<file path="config.mk">
export PLATFORM = sky130hd
export DESIGN_NAME = bus_control_sequencer_flat
export DESIGN_NICKNAME = d
export VERILOG_FILES = /design/src/rtl/bus_control_sequencer_if.sv /design/src/rtl/bus_control_sequencer.sv /design/src/flat_wrapper.sv
export SDC_FILE = /design/constraint.sdc
export NUM_CORES = 1
export LEC_CHECK = 0
export CORE_MARGIN = 8
export CORE_UTILIZATION = 40
export CTS_CLUSTER_SIZE = 20
export DETAILED_ROUTE_END_ITERATION = 8
export PLACE_DENSITY_LB_ADDON = 0.12
export SLEW_MARGIN = 15
export SYNTH_ARGS = -nofsm -noshare
export SYNTH_HDL_FRONTEND = slang
export SYNTH_SLANG_ARGS = --single-unit
</file>
<file path="constraint.sdc">
create_clock -name clock -period 3 [get_ports clock]
set_clock_uncertainty 0.1 [all_clocks]
set_input_delay 0.9 -clock clock [delete_from_list [all_inputs] [get_ports clock]]
set_output_delay 0.9 -clock clock [all_outputs]
set_load 0.02 [all_outputs]
</file>
<file path="src/rtl/bus_control_sequencer_if.sv">
// CPU-side bus of the PIC bus sequencer.
// Carries the strobes, A0, write data, read data and the tristate drive enable.
interface bus_control_sequencer_if #(
    parameter int DATA_WIDTH = 8
);
    logic                  chip_select_n;
    logic                  read_enable_n;
    logic                  write_enable_n;
    logic                  address;
    logic [DATA_WIDTH-1:0] data_bus_in;
    logic [DATA_WIDTH-1:0] data_bus_out;
    logic                  data_bus_out_enable;

    modport master (
        output chip_select_n,
        output read_enable_n,
        output write_enable_n,
        output address,
        output data_bus_in,
        input  data_bus_out,
        input  data_bus_out_enable
    );

    modport slave (
        input  chip_select_n,
        input  read_enable_n,
        input  write_enable_n,
        input  address,
        input  data_bus_in,
        output data_bus_out,
        output data_bus_out_enable
    );
endinterface

</file>
<file path="src/rtl/bus_control_sequencer.sv">
// PIC bus interface: registers CPU strobes, sequences ICW1..ICW4, decodes OCW1..OCW3 into
// one-cycle write pulses and multiplexes IRR/ISR/IMR/poll word onto the read bus.
module bus_control_sequencer #(
    parameter int DATA_WIDTH = 8,
    parameter bit CASCADE_EN = 1'b1
) (
    input  logic                  clock,
    input  logic                  reset,
    bus_control_sequencer_if.slave bus,
    input  logic [DATA_WIDTH-1:0] irr,
    input  logic [DATA_WIDTH-1:0] isr,
    input  logic [DATA_WIDTH-1:0] imr,
    input  logic                  poll_valid,
    input  logic [2:0]            poll_level,
    output logic [DATA_WIDTH-1:0] command_data,
    output logic                  write_icw1,
    output logic                  write_icw2,
    output logic                  write_icw3,
    output logic                  write_icw4,
    output logic                  write_ocw1,
    output logic                  write_ocw2,
    output logic                  write_ocw3,
    output logic                  icw4_needed,
    output logic                  single_mode,
    output logic                  init_done,
    output logic                  read_isr_select,
    output logic                  poll_pending,
    output logic                  read_end,
    output logic                  protocol_error
);

    typedef enum logic [2:0] {
        ST_WAIT_ICW1 = 3'd0,
        ST_WAIT_ICW2 = 3'd1,
        ST_WAIT_ICW3 = 3'd2,
        ST_WAIT_ICW4 = 3'd3,
        ST_READY     = 3'd4
    } state_t;

    state_t                state_r;
    state_t                state_next_s;
    logic                  wr_act_s;
    logic                  rd_act_s;
    logic                  overlap_s;
    logic                  commit_s;
    logic                  is_icw1_s;
    logic                  read_end_s;
    logic                  wr_q_r;
    logic                  rd_q_r;
    logic                  overlap_q_r;
    logic                  addr_q_r;
    logic [DATA_WIDTH-1:0] command_data_r;
    logic [3:0]            icw_pulse_s;
    logic [2:0]            ocw_pulse_s;
    logic                  decode_err_s;
    logic                  ic4_next_s;
    logic                  sngl_next_s;
    logic                  ris_next_s;
    logic                  poll_next_s;
    logic [3:0]            icw_pulse_r;
    logic [2:0]            ocw_pulse_r;
    logic                  ic4_r;
    logic                  sngl_r;
    logic                  ris_r;
    logic                  poll_r;
    logic                  err_r;
    logic                  init_done_r;
    logic [DATA_WIDTH-1:0] read_mux_s;
    logic [DATA_WIDTH-1:0] data_out_r;

    assign wr_act_s   = ~bus.write_enable_n & ~bus.chip_select_n;
    assign rd_act_s   = ~bus.read_enable_n & ~bus.chip_select_n;
    assign overlap_s  = wr_act_s & rd_act_s;
    assign commit_s   = wr_q_r & ~wr_act_s;
    assign read_end_s = rd_q_r & ~rd_act_s;
    assign is_icw1_s  = ~addr_q_r & command_data_r[4];

    // Strobe history and capture of the write data / A0 while the write strobe is held
    always_ff @(posedge clock) begin
        if (reset) begin
            wr_q_r         <= 1'b0;
            rd_q_r         <= 1'b0;
            overlap_q_r    <= 1'b0;
            addr_q_r       <= 1'b0;
            command_data_r <= {DATA_WIDTH{1'b0}};
        end else begin
            wr_q_r      <= wr_act_s;
            rd_q_r      <= rd_act_s;
            overlap_q_r <= overlap_s;
            if (wr_act_s) begin
                command_data_r <= bus.data_bus_in;
                addr_q_r       <= bus.address;
            end
        end
    end

    // Command decode at the commit cycle: next state, pulse requests and latched mode flags
    always_comb begin
        state_next_s = state_r;
        icw_pulse_s  = 4'b0000;
        ocw_pulse_s  = 3'b000;
        decode_err_s = 1'b0;
        ic4_next_s   = ic4_r;
        sngl_next_s  = sngl_r;
        ris_next_s   = ris_r;
        poll_next_s  = poll_r & ~read_end_s;
        if (commit_s) begin
            if (is_icw1_s) begin
                // ICW1 restarts initialisation from any state
                icw_pulse_s[0] = 1'b1;
                state_next_s   = ST_WAIT_ICW2;
                ic4_next_s     = command_data_r[0];
                sngl_next_s    = command_data_r[1];
                ris_next_s     = 1'b0;
                poll_next_s    = 1'b0;
            end else begin
                case (state_r)
                    ST_WAIT_ICW1: begin
                        decode_err_s = 1'b1;
                    end
                    ST_WAIT_ICW2: begin
                        if (addr_q_r) begin
                            icw_pulse_s[1] = 1'b1;
                            if (CASCADE_EN && !sngl_r) begin
                                state_next_s = ST_WAIT_ICW3;
                            end else if (ic4_r) begin
                                state_next_s = ST_WAIT_ICW4;
                            end else begin
                                state_next_s = ST_READY;
                            end
                        end else begin
                            decode_err_s = 1'b1;
                        end
                    end
                    ST_WAIT_ICW3: begin
                        if (addr_q_r) begin
                            icw_pulse_s[2] = 1'b1;
                            state_next_s   = ic4_r ? ST_WAIT_ICW4 : ST_READY;
                        end else begin
                            decode_err_s = 1'b1;
                        end
                    end
                    ST_WAIT_ICW4: begin
                        if (addr_q_r) begin
                            icw_pulse_s[3] = 1'b1;
                            state_next_s   = ST_READY;
                        end else begin
                            decode_err_s = 1'b1;
                        end
                    end
                    ST_READY: begin
                        if (addr_q_r) begin
                            ocw_pulse_s[0] = 1'b1;
                        end else if (command_data_r[3]) begin
                            ocw_pulse_s[2] = 1'b1;
                            ris_next_s     = command_data_r[1] ? command_data_r[0] : ris_r;
                            poll_next_s    = poll_next_s | command_data_r[2];
                        end else begin
                            ocw_pulse_s[1] = 1'b1;
                        end
                    end
                    default: begin
                        state_next_s = ST_WAIT_ICW1;
                        decode_err_s = 1'b1;
                    end
                endcase
            end
        end else begin
            decode_err_s = 1'b0;
        end
    end

    // FSM state register
    always_ff @(posedge clock) begin
        if (reset) begin
            state_r <= ST_WAIT_ICW1;
        end else begin
            state_r <= state_next_s;
        end
    end

    // Registered pulses and flags; overlap error fires only on the first overlapping cycle
    always_ff @(posedge clock) begin
        if (reset) begin
            icw_pulse_r <= 4'b0000;
            ocw_pulse_r <= 3'b000;
            ic4_r       <= 1'b0;
            sngl_r      <= 1'b0;
            ris_r       <= 1'b0;
            poll_r      <= 1'b0;
            err_r       <= 1'b0;
            init_done_r <= 1'b0;
        end else begin
            icw_pulse_r <= icw_pulse_s;
            ocw_pulse_r <= ocw_pulse_s;
            ic4_r       <= ic4_next_s;
            sngl_r      <= sngl_next_s;
            ris_r       <= ris_next_s;
            poll_r      <= poll_next_s;
            err_r       <= decode_err_s | (overlap_s & ~overlap_q_r);
            init_done_r <= (state_next_s == ST_READY);
        end
    end

    // Read source select; the poll word carries the valid flag in the MSB
    always_comb begin
        read_mux_s = {DATA_WIDTH{1'b0}};
        if (bus.address) begin
            read_mux_s = imr;
        end else if (poll_r) begin
            read_mux_s[DATA_WIDTH-1] = poll_valid;
            read_mux_s[2:0]          = poll_level;
        end else if (ris_r) begin
            read_mux_s = isr;
        end else begin
            read_mux_s = irr;
        end
    end

    // Read data register, refreshed on every cycle the read strobe is active
    always_ff @(posedge clock) begin
        if (reset) begin
            data_out_r <= {DATA_WIDTH{1'b0}};
        end else if (rd_act_s) begin
            data_out_r <= read_mux_s;
        end
    end

    assign bus.data_bus_out        = data_out_r;
    assign bus.data_bus_out_enable = rd_q_r & ~wr_act_s;
    assign read_end                = read_end_s;
    assign command_data            = command_data_r;
    assign write_icw1              = icw_pulse_r[0];
    assign write_icw2              = icw_pulse_r[1];
    assign write_icw3              = icw_pulse_r[2];
    assign write_icw4              = icw_pulse_r[3];
    assign write_ocw1              = ocw_pulse_r[0];
    assign write_ocw2              = ocw_pulse_r[1];
    assign write_ocw3              = ocw_pulse_r[2];
    assign icw4_needed             = ic4_r;
    assign single_mode             = sngl_r;
    assign init_done               = init_done_r;
    assign read_isr_select         = ris_r;
    assign poll_pending            = poll_r;
    assign protocol_error          = err_r;

endmodule
</file>
<file path="src/flat_wrapper.sv">
// flat-port wrapper written by rule: the top's interface ports become plain ports
module bus_control_sequencer_flat 
#(
    parameter int DATA_WIDTH = 8,
    parameter bit CASCADE_EN = 1'b1
)
  (clock, reset, irr, isr, imr, poll_valid, poll_level, command_data, write_icw1, write_icw2, write_icw3, write_icw4, write_ocw1, write_ocw2, write_ocw3, icw4_needed, single_mode, init_done, read_isr_select, poll_pending, read_end, protocol_error, bus_chip_select_n, bus_read_enable_n, bus_write_enable_n, bus_address, bus_data_bus_in, bus_data_bus_out, bus_data_bus_out_enable);
  bus_control_sequencer_if #(.DATA_WIDTH(DATA_WIDTH)) bus_i ();
  input  logic clock;
  input  logic reset;
  input  logic [DATA_WIDTH-1:0] irr;
  input  logic [DATA_WIDTH-1:0] isr;
  input  logic [DATA_WIDTH-1:0] imr;
  input  logic poll_valid;
  input  logic [2:0] poll_level;
  output logic [DATA_WIDTH-1:0] command_data;
  output logic write_icw1;
  output logic write_icw2;
  output logic write_icw3;
  output logic write_icw4;
  output logic write_ocw1;
  output logic write_ocw2;
  output logic write_ocw3;
  output logic icw4_needed;
  output logic single_mode;
  output logic init_done;
  output logic read_isr_select;
  output logic poll_pending;
  output logic read_end;
  output logic protocol_error;
  input wire logic [$bits(bus_i.chip_select_n)-1:0] bus_chip_select_n;
  input wire logic [$bits(bus_i.read_enable_n)-1:0] bus_read_enable_n;
  input wire logic [$bits(bus_i.write_enable_n)-1:0] bus_write_enable_n;
  input wire logic [$bits(bus_i.address)-1:0] bus_address;
  input wire logic [$bits(bus_i.data_bus_in)-1:0] bus_data_bus_in;
  output wire logic [$bits(bus_i.data_bus_out)-1:0] bus_data_bus_out;
  output wire logic [$bits(bus_i.data_bus_out_enable)-1:0] bus_data_bus_out_enable;
  assign bus_i.chip_select_n = bus_chip_select_n;
  assign bus_i.read_enable_n = bus_read_enable_n;
  assign bus_i.write_enable_n = bus_write_enable_n;
  assign bus_i.address = bus_address;
  assign bus_i.data_bus_in = bus_data_bus_in;
  assign bus_data_bus_out = bus_i.data_bus_out;
  assign bus_data_bus_out_enable = bus_i.data_bus_out_enable;
  bus_control_sequencer #(.DATA_WIDTH(DATA_WIDTH), .CASCADE_EN(CASCADE_EN)) u_core (.clock(clock), .reset(reset), .bus(bus_i), .irr(irr), .isr(isr), .imr(imr), .poll_valid(poll_valid), .poll_level(poll_level), .command_data(command_data), .write_icw1(write_icw1), .write_icw2(write_icw2), .write_icw3(write_icw3), .write_icw4(write_icw4), .write_ocw1(write_ocw1), .write_ocw2(write_ocw2), .write_ocw3(write_ocw3), .icw4_needed(icw4_needed), .single_mode(single_mode), .init_done(init_done), .read_isr_select(read_isr_select), .poll_pending(poll_pending), .read_end(read_end), .protocol_error(protocol_error));
endmodule
</file>
==> impl.org <==
** Run status
- The run finished with clean final reports.

** Critical path
- The signal on the critical path passes through clkdlybuf4s50_1 -> or2_1 -> and2_1 -> buf_2.
- STA classifies the critical path endpoint as an output port.
- The critical path is of the in2out type.
- Data required time of the critical path :: 2.00 ns
- Reg-to-reg setup timing slack :: 1.24 ns
- The worst setup path is launched from an input port.
- The slowest stage of the critical path belongs to the cell clkdlybuf4s50_1.
- The worst register-to-register path begins at u_core.state_r[2]$_SDFF_PP0_.
- Highest fanout seen on the critical path :: 2
- For this run, the slowest stage of the critical path takes 0.45 ns.
- The cell family contributing the most delay on the critical path is buffers and inverters.
- FF-to-FF path depth :: 4
- Critical R2R Capture :: u_core.read_isr_select$_SDFFE_PP0P_
- Total buffers and inverters traversed by the critical path :: 2
- Worst path arrival time :: 1.90 ns

** GRT
- First-pass GRT wire length :: 7514 um
- Total track usage :: 0.1454
- Remaining Overflow, GRT :: 0
- The via count of the first global-routing pass was 1560.
- Pin count of the biggest net entering global routing :: 18
- The number of antenna violations at the first check in global routing was 0.

** Synth
- Area share of xor/xnor cells in the synthesized design :: 0
- During synthesis, Yosys emitted a total of 0 warnings.
- Of the total synthesized cell area, the portion taken by AND, OR, NAND and NOR gates is 0.2517.
- For this run, the leading register cell type out of synthesis is dfxtp_1.
- Count of flip-flops with a built-in enable after synthesis :: 0
- Post-synthesis mux area share :: 0.05187
- After synthesis, the cell types taking the most area are dfxtp_1, a21oi_1, nand2_1, nor2_1, mux2_2.
- Top cells by instance count after synthesis :: dfxtp_1, nand2_1, a21oi_1
- The number of nets in the synthesized netlist is 239.
- Netlist cell types :: 41
- The most common cell in the synthesized netlist is dfxtp_1.
- Counting flops with an async set or reset pin after synthesis yields a share of 0.
- The fraction of the mapped netlist area in compound gates was 0.1800.
- After synthesis, the largest family of logic cells by area is simple AND/OR/NAND/NOR gates.
- Synthesis produced 197 cells.
- The share of the Yosys chip area taken by registers is 0.4394.
- The cell area that synthesis handed to floorplanning was 1640 um^2.
- Adder-Cell Fraction of Synth Area :: 0
- Yosys reg bits :: 36
- Summed over all instances, the cell type with the most area after synthesis is dfxtp_1.
- Mean instance size in the synthesized netlist :: 8.327 um^2
- The share of synthesized area in the top cell type comes to 0.4394.

** Clock tree
- The H-tree was split into 2 levels.
- The tree is rooted in a clkbuf_8.
- In this run, post-CTS hold repair placed 0 buffers.
- After clock tree synthesis, the clock-pin slew on the worst setup and hold paths is 0.07 ns.
- Clock buffer depth :: 2
- For this design, the sink count on the clock tree is 36.
- Number of buffers inserted during clock tree synthesis :: 5
- TritonCTS built the clock tree.
- At the later pin of the worst-skew pair, clock insertion delay measures 0.28 ns.

** Timing
- Measured against its own limit, the worst slew margin works out to 0.6002.
- Slew at the pin with the worst max-slew slack :: 0.5975 ns
- Setup-violating endpoint count in the final report :: 0
- Highest clock frequency the design can meet :: 0.3443 GHz
- Hold timing on the final database bottoms out at a slack of 0.3572 ns.
- RSZ-0062 raised after global routing :: false
- Of the available clock period, the critical path in the final layout requires 0.9683.
- Min cycle time layout :: 2.905 ns
- Final max-slew violation count :: 0
- Number of hold violations in the final report :: 0

** Power
- In this run the power density over the cells is 433.5 nW/um^2.
- Static Leak :: 0.8925 nW
- VDD IR-drop max :: 308.2 uV

** Cells and area
- After filler insertion, the fill cell instance count of the layout stands at 367.
- Registers take 720.7 um^2.
- 0 antenna diodes ended up in the layout.
- Number of nets at the end of the flow :: 312
- The area growth from synthesis to layout is 51.64%.
- For this run, the share of the core covered by cells in the final layout is 0.6263.
- Area occupied by multi-input gates :: 793.3 um^2
- Of the cells placed in the final design, the portion with a size suffix greater than 1 is 0.09225.

** Placement
- Input and output buffers added on the ports amount to 72.
- Gp weighted congestion :: 0.8002
- DP HPWL :: 3482 um

** Drt
- The first routing iteration left 136 violations.
- Avg WL per Cell :: 14.10 um
- The final layout contains routed wiring with a total length of 4526 um.
- Remaining routing DRC violations :: 0
- Vias/cell :: 4.975
- Pre-Repair DR Iteration Count :: 4
- Routed Antenna Nets :: 0
- Via count :: 1597

** Floorplanning
- I/O pin cnt :: 73
- Die H :: 80.04 um
- Initial Utilization :: 0.4130
- Placement row count :: 23
- In this run the horizontal extent of the chip is 80.04 um.
- The die covers 6406 um^2.
- The core region is 3971 um^2.

** Hold path
- Path category of the worst min-delay check :: reg2reg
- Launch point of the worst hold path :: u_core.command_data[5]$_SDFFE_PP0P_
- Hold-critical path depth :: 2
- The worst hold path terminates at u_core.command_data[5]$_SDFFE_PP0P_.

** Job
- Max-cap viol count :: 0
[cells by family after synthesis]
kind of cell	Yosys count
buf+inv	21
simple gates	82
mux	8
compound gates	50
flops	36
[timing repair]
action                     CTS  global route
pin swaps                    0             0
setup buffers                0             0
resized for setup            8             1
setup endpoints to repair    2             1
[metrics by stage]
| stage | cells | total power, mW | setup TNS (ns) | setup WS, ns | instance area (um^2) |
|---|---|---|---|---|---|
| global route | 321 | 1.132 | 0 | 0.05362 | 2487 |
| global placement | 313 | 0.6797 | -0.6373 | -0.3237 | 2387 |
| floorplan | 197 | 0.5839 | 0 | 0.4349 | 1640 |
| finish | 321 | 1.078 | 0 | 0.09520 | 2487 |
| detailed placement | 313 | 0.6809 | -0.6518 | -0.3362 | 2387 |
| CTS | 321 | 1.090 | 0 | 0.04462 | 2485 |
[final cells by class]
cell class / count / area share
clock buffers: 6 / 0.02917
clock inverters: 2 / 0.01408
inverters: 6 / 0.009054
multi-input cells: 140 / 0.3189
flip-flops and latches: 36 / 0.2897
well taps: 50 / 0.02515
repair buffers: 81 / 0.3139
[power by group]
| group | switching, mW | internal [mW] |
|---|---|---|
| Sequential | 0.0112 | 0.493 |
| Combinational | 0.0693 | 0.0945 |
| Clock | 0.164 | 0.247 |
| Total | 0.244 | 0.834 |
[how the worst max path moves through the flow]
stage                        from                       to  slack, ns  depth (start not counted)
2_1_floorplan   bus_chip_select_n  bus_data_bus_out_enable       0.43                          3
3_3_place_gp    bus_chip_select_n                 read_end      -0.32                          4
3_5_place_dp    bus_chip_select_n                 read_end      -0.34                          4
4_1_cts         bus_chip_select_n                 read_end       0.04                          4
5_1_grt         bus_read_enable_n                 read_end       0.05                          4
6_report       bus_write_enable_n  bus_data_bus_out_enable        0.1                          4
[per-layer routing]
layer  wire length (um)  track usage  part of all wire
met4                 25      0.04364            0.0055
met1               1970       0.1753              0.44
met5                  0            0                 0
met3                369      0.05968             0.082
met2               2161       0.2296              0.48
[cell usage in the layout, fill, tap and decap left out, types with 4 or more instances in the layout]
| cell | instances |
|---|---|
| clkdlybuf4s50_1 | 69 |
| dfxtp_1 | 36 |
| nand2_1 | 30 |
| a21oi_1 | 23 |
| nor2_1 | 20 |
| buf_4 | 9 |
| o21ai_1 | 8 |
| inv_1 | 6 |
| nand2b_1 | 5 |
| a211oi_1 | 5 |
| nor3_1 | 5 |
| clkbuf_8 | 5 |
| mux2i_1 | 4 |
| o21ai_0 | 4 |
| mux2_2 | 4 |
[state kept, by name, indices dropped and copies added (netlist names), 3 cells and up]
register / cells
u_core.icw_pulse_r: 4
u_core.ocw_pulse_r: 3
u_core.bus.data_bus_out: 8
u_core.command_data: 8
u_core.state_r: 3
[worst reg2reg max path: stages (launching register included)]
cell	delay [ns]
dfxtp_1	0.47
nor3b_4	0.36
nand3_2	0.12
or4_1	0.48
a31oi_1	0.17
Note: power is estimated with default switching activity, not from simulation.
